<file path="src/rtl/keccak_pkg.sv">
`default_nettype none
// ============================================================================
// Module  : keccak_pkg
// Purpose : Constants and types shared by the Keccak lane serializer and
//           the lane collector (keccak_lane_sipo).
// Contents: LANE_W, LANES, STATE_W, the collector state enum, and the lane
//           count type.
// Revision: 1.0 - initial release
// ============================================================================
package keccak_pkg;

  localparam int LANE_W  = 64;
  localparam int LANES   = 25;
  localparam int STATE_W = LANE_W * LANES;

  // COLLECT: accepting lanes; FULL: holding a complete state for the consumer
  typedef enum logic [0:0] {
    COLLECT = 1'b0,
    FULL    = 1'b1
  } sipo_state_e;

  // Holds 0..25 inclusive
  typedef logic [4:0] lane_cnt_t;

endpackage
`default_nettype wire

</file>
<file path="src/rtl/keccak_lane_sipo.sv">
`default_nettype none
// ============================================================================
// Module  : keccak_lane_sipo
// Purpose : Collects a 1600-bit Keccak state from 25 serial 64-bit lanes
//           (most-significant lane first) and presents it as one parallel
//           word with its own valid/ready handshake.
// Ports   : clk, rst_n      - clock, asynchronous active-low reset
//           clear           - synchronous abort, drops partial/held state
//           lane_in/_valid  - incoming lane and its qualifier
//           lane_ready      - lane can be accepted this cycle
//           state_out       - assembled state, straight from shift register
//           state_valid     - state_out holds a complete state
//           state_ready     - consumer takes state_out
//           lane_count      - lanes captured in the current state (0..25)
// Revision: 1.0 - initial release
// ============================================================================
import keccak_pkg::*;

module keccak_lane_sipo #(
  parameter int LANE_W  = keccak_pkg::LANE_W,
  parameter int LANES   = keccak_pkg::LANES,
  parameter int STATE_W = LANE_W * LANES
) (
  input  logic               clk,
  input  logic               rst_n,
  input  logic               clear,
  input  logic [LANE_W-1:0]  lane_in,
  input  logic               lane_valid,
  output logic               lane_ready,
  output logic [STATE_W-1:0] state_out,
  input  logic               state_ready,
  output logic               state_valid,
  output logic [4:0]         lane_count
);

  localparam lane_cnt_t LAST_LANE = lane_cnt_t'(LANES - 1);

  sipo_state_e        state_r, state_nxt;
  lane_cnt_t          cnt_r, cnt_nxt;
  logic [STATE_W-1:0] sr_r, sr_nxt;

  always_ff @(posedge clk or negedge rst_n) begin
    if (!rst_n) begin
      state_r <= COLLECT;
      cnt_r   <= '0;
      sr_r    <= '0;
    end else begin
      state_r <= state_nxt;
      cnt_r   <= cnt_nxt;
      sr_r    <= sr_nxt;
    end
  end

  always_comb begin
    state_nxt = state_r;
    cnt_nxt   = cnt_r;
    sr_nxt    = sr_r;
    if (clear) begin
      // Abort wins over any handshake in flight, including a lane offered now
      state_nxt = COLLECT;
      cnt_nxt   = '0;
      sr_nxt    = '0;
    end else begin
      unique case (state_r)
        COLLECT: begin
          if (lane_valid) begin
            // Shift toward the MSB so the first lane ends up on top
            sr_nxt  = {sr_r[STATE_W-LANE_W-1:0], lane_in};
            cnt_nxt = cnt_r + 5'd1;
            if (cnt_r == LAST_LANE) begin
              state_nxt = FULL;
            end
          end
        end
        FULL: begin
          // Register contents are left as-is; the next fill overwrites them
          if (state_ready) begin
            state_nxt = COLLECT;
            cnt_nxt   = '0;
          end
        end
        default: begin
          state_nxt = COLLECT;
          cnt_nxt   = '0;
        end
      endcase
    end
  end

  // Handshake outputs depend on the state register only
  assign lane_ready  = (state_r == COLLECT);
  assign state_valid = (state_r == FULL);
  assign state_out   = sr_r;
  assign lane_count  = cnt_r;

endmodule
`default_nettype wire

</file>
<file path="config.mk">
export PLATFORM = sky130hd
export DESIGN_NAME = keccak_lane_sipo
export DESIGN_NICKNAME = d
export VERILOG_FILES = /design/src/rtl/keccak_pkg.sv /design/src/rtl/keccak_lane_sipo.sv
export SDC_FILE = /design/constraint.sdc
export NUM_CORES = 2
export LEC_CHECK = 0
export CAP_MARGIN = 0
export CORE_AREA = 5 5 648 650
export CTS_CLUSTER_DIAMETER = 50
export CTS_CLUSTER_SIZE = 10
export DETAILED_ROUTE_END_ITERATION = 6
export DIE_AREA = 0 0 653 655
export GPL_TIMING_DRIVEN = 0
export HOLD_SLACK_MARGIN = 0.08
export PLACE_DENSITY = 0.32
export RECOVER_POWER = 50
export SETUP_SLACK_MARGIN = 0.1
export SLEW_MARGIN = 30
export SYNTH_ARGS = -nofsm -noshare
export SYNTH_HDL_FRONTEND = slang
export SYNTH_SLANG_ARGS = --single-unit
</file>
<file path="constraint.sdc">
create_clock -name clk -period 2.3 [get_ports clk]
set_clock_uncertainty 0.2 [all_clocks]
set_input_delay 0.23 -clock clk [delete_from_list [all_inputs] [get_ports clk]]
set_output_delay 0.23 -clock clk [all_outputs]
set_load 0.01 [all_outputs]
</file>
==> key figures <==
Status
  – Status: finished with violations
  – Failing checks: negative hold slack

Yosys
  – Syn_area_per_cell: 9.01 µm²
  – Net Count, Synth: 7045
  – Sequential fraction of the synthesis area: 63.9%
  – Area contributors post-synth: dfrtp_1, nand2_1, a21oi_1, buf_2, clkbuf_1
  – Post-synth top area share: 63.9%
  – YS warnings: 0
  – Mapped Area: 62900 µm²
  – Netlist cell types: 23
  – Biggest area consumer among synthesized cells: dfrtp_1
  – Syn Inst Count: 6974
  – FF+latch count, synth: 1606

Power
  – Combinational share of power: 6.3%
  – Clock network fraction of total power: 59.2%
  – Power Dens Cells: 752 nW/µm²
  – Maximum vdd ir drop: 0.663 mV
  – Tot Pwr: 83000 µW
  – NetSw: 21000 µW
  – Int Pwr: 61900 µW
  – Seq pwr share: 34.4%
  – Leakage: 0.0595 µW
  – Switching Fraction: 25.4%

STA
  – Final setup violation count: 0
  – Final min period: 2.29 ns
  – Worst hold slack: -0.145 ns
  – Worst slew margin: 2.76%
  – Worst Max-Slew Pin Slew: 1.46 ns
  – Final hold vios: 99
  – Peak Freq: 437 MHz
  – Setup WS post-layout: 0.0126 ns
  – RSZ-0062 raised after global routing: true
  – Pins Over Slew Limit: 0
  – Tcrit/Tclk final: 99.5%

Die
  – Core outline area: 413000 µm²
  – Die ar.: 428000 µm²
  – IO Count: 1676
  – Die width: 653 µm
  – Initial Utilization: 15.2%
  – Die Height: 655 µm
  – Cell Rows: 236

Global routing
  – Largest net degree at the start of global routing: 120
  – Vias in the first global route: 62000
  – Grt total ovfl: 0
  – First-pass GRT wire length: 590000 µm
  – GRT Total Usage: 20.1%
  – Initial antenna violation count: 11

Setup path
  – Crit path DAT: 2.86 ns
  – CP Launch Type: flop
  – Crit path launch: state_valid
  – Worst reg2reg path depth: 12
  – Reg2Reg Launch Point: state_valid
  – WS Path Type: flop to flop
  – R2r endpoint: state_out[760]
  – CP Max Fanout: 6
  – CP endpoint kind: flop
  – R2R Setup Slk: 0.01 ns
  – Worst EP required: 2.87 ns

Min path
  – Hold WC Path Type: primary input to async pin

Clock tree
  – Clock buffer count from CTS: 313
  – Clock Root Buffer: clkbuf_16
  – Clk slew on worst S/H paths: 0.05 ns
  – Worst skew pair latency: 0.91 ns
  – H-tree depth: 5
  – TritonCTS Sinks: 1606
  – CTS tree: built
  – Max clock buf depth: 4

Drt
  – Final wirelength: 461000 µm
  – Vias post-DR: 61900
  – Routed vias/inst: 4.10
  – Drt initial violations: 3786
  – Antenna-violating nets left: 0
  – Pre-Repair DR Iteration Count: 7
  – Wire length per cell: 30.5 µm
  – Post-route DRC: 0

Run
  – Max-cap check violation count: 0

Placed design
  – Pre-CTS WS: -2.38 ns
  – HPWL Detailed: 355000 µm
  – Final GP Congestion: 0.886
  – PortBufs: 1674

Finish
  – Nets: 9442
  – Fillers: 44300
  – Layout cells sized above 1: 25.0%
  – Area Growth Syn to Fin: 75.4%
[registers in the layout (all words and copies together) (netlist names)]
register and flops:
state_valid 1, state_out 1600, lane_count 5
[what timing repair did]
item / 4_1_cts / 5_1_grt
resized for setup: 1624 / 2394
endpoints found under the hold margin: 709 / 385
gates cloned: 21 / 71
hold buffers: 82 / 16
pin swaps: 9 / 387
endpoints found under the setup margin: 3497 / 3061
setup buffers: 97 / 105
[cell type report]
| type | count | area, µm² | share of cell area (%) |
|---|---|---|---|
| Sequential cell | 1606 | 40600 | 36.8 |
| Buffer | 533 | 4460 | 4.04 |
| Clock buffer | 394 | 8610 | 7.81 |
| Clock inverter | 183 | 2560 | 2.32 |
| Inverter | 3 | 11.3 | 0.0102 |
| Antenna cell | 11 | 27.5 | 0.0250 |
| Timing Repair Buffer | 2085 | 23000 | 20.8 |
| Tap cell | 5474 | 6850 | 6.21 |
| Multi-Input combinational cell | 4829 | 24200 | 22.0 |
[cell usage after synthesis]
| library cell | n |
|---|---|
| clkbuf_1 | 207 |
| mux2i_1 | 1 |
| inv_1 | 3 |
| nand4b_1 | 1 |
| a211oi_1 | 1 |
| dfrtp_1 | 1606 |
| nand4_1 | 2 |
| or4_1 | 2 |
| nor2b_1 | 3 |
| nand3_1 | 5 |
| buf_4 | 13 |
| nand2_1 | 3201 |
| o22ai_1 | 1 |
| or3_1 | 1 |
| buf_1 | 2 |
| nor2_1 | 3 |
| a22oi_1 | 1 |
| a31oi_1 | 1 |
| a21oi_1 | 1600 |
| nand3b_1 | 3 |
| buf_2 | 314 |
| nand2b_1 | 1 |
| ha_1 | 2 |
[worst max-delay path: stages, from the launching register on]
cell	delay [ns]
dfrtp_1	0.38
buf_6	0.14
nor2b_4	0.12
buf_12	0.12
buf_16	0.13
buf_12	0.12
buf_16	0.13
buf_16	0.15
buf_12	0.15
buf_6	0.12
buf_8	0.13
nand2_1	0.09
a21oi_1	0.12
[placed cells by master, fill, tap and decap left out, types with 124 or more instances in the layout]
master              n
a21oi_1          1174
a21oi_2           426
buf_2             126
buf_4             160
clkbuf_1          198
clkbuf_16         381
clkdlybuf4s50_1   124
dfrtp_1          1311
dfrtp_2           285
dlygate4sd2_1     834
dlymetal6s2s_1    598
nand2_1          2835
nand2_4           274
[per-layer routing]
metal,track usage [%],up-vias,part of all wire (%)
li1,-,27600,-
met1,21.0,31900,35
met2,39.2,1872,55
met3,4.96,543,6.0
met4,6.22,4,3.8
met5,0,-,0.0048
[power groups by stage]
stage	Sequential [µW]	Combinational, µW	Clock [µW]
6_report	28600	5250	49100
5_1_grt	28600	5670	51500
4_1_cts	28600	4330	50300
3_5_place_dp	29100	3760	0
3_3_place_gp	29100	3200	0
2_1_floorplan	29000	1340	0
[worst max-delay path by stage]
stage	endpoint	slack (ns)
2_1_floorplan	state_out[1490]	0.55
3_3_place_gp	state_out[30]	-80.47
4_1_cts	state_out[1133]	-0.17
3_5_place_dp	state_out[34]	-2.38
5_1_grt	state_out[760]	-0.09
6_report	state_out[760]	0.01
[logic make-up after synthesis]
group / count (synthesis) / synth area share (%)
simple gates: 3222 / 19.3
flops: 1606 / 63.9
compound gates: 1604 / 12.8
buf+inv: 539 / 3.92
fa+ha+maj: 2 / 0.0398
mux: 1 / 0.0159
[through the flow]
stage               instances  cell area, µm²  hold slack (ns)  setup TNS, ns  util, %
finish                  15100          110000           -0.145              0     26.7
global placement        14100           86500            0.312              -     21.0
CTS                     14900          101000           -0.848        -162.39     24.5
floorplan                6974           62900           -0.266              0        -
detailed placement      14100           87000          -0.0414       -2333.07     21.1
global route            15100          110000           -0.159         -12.21     26.7
Note: power is estimated with default switching activity, not from simulation.
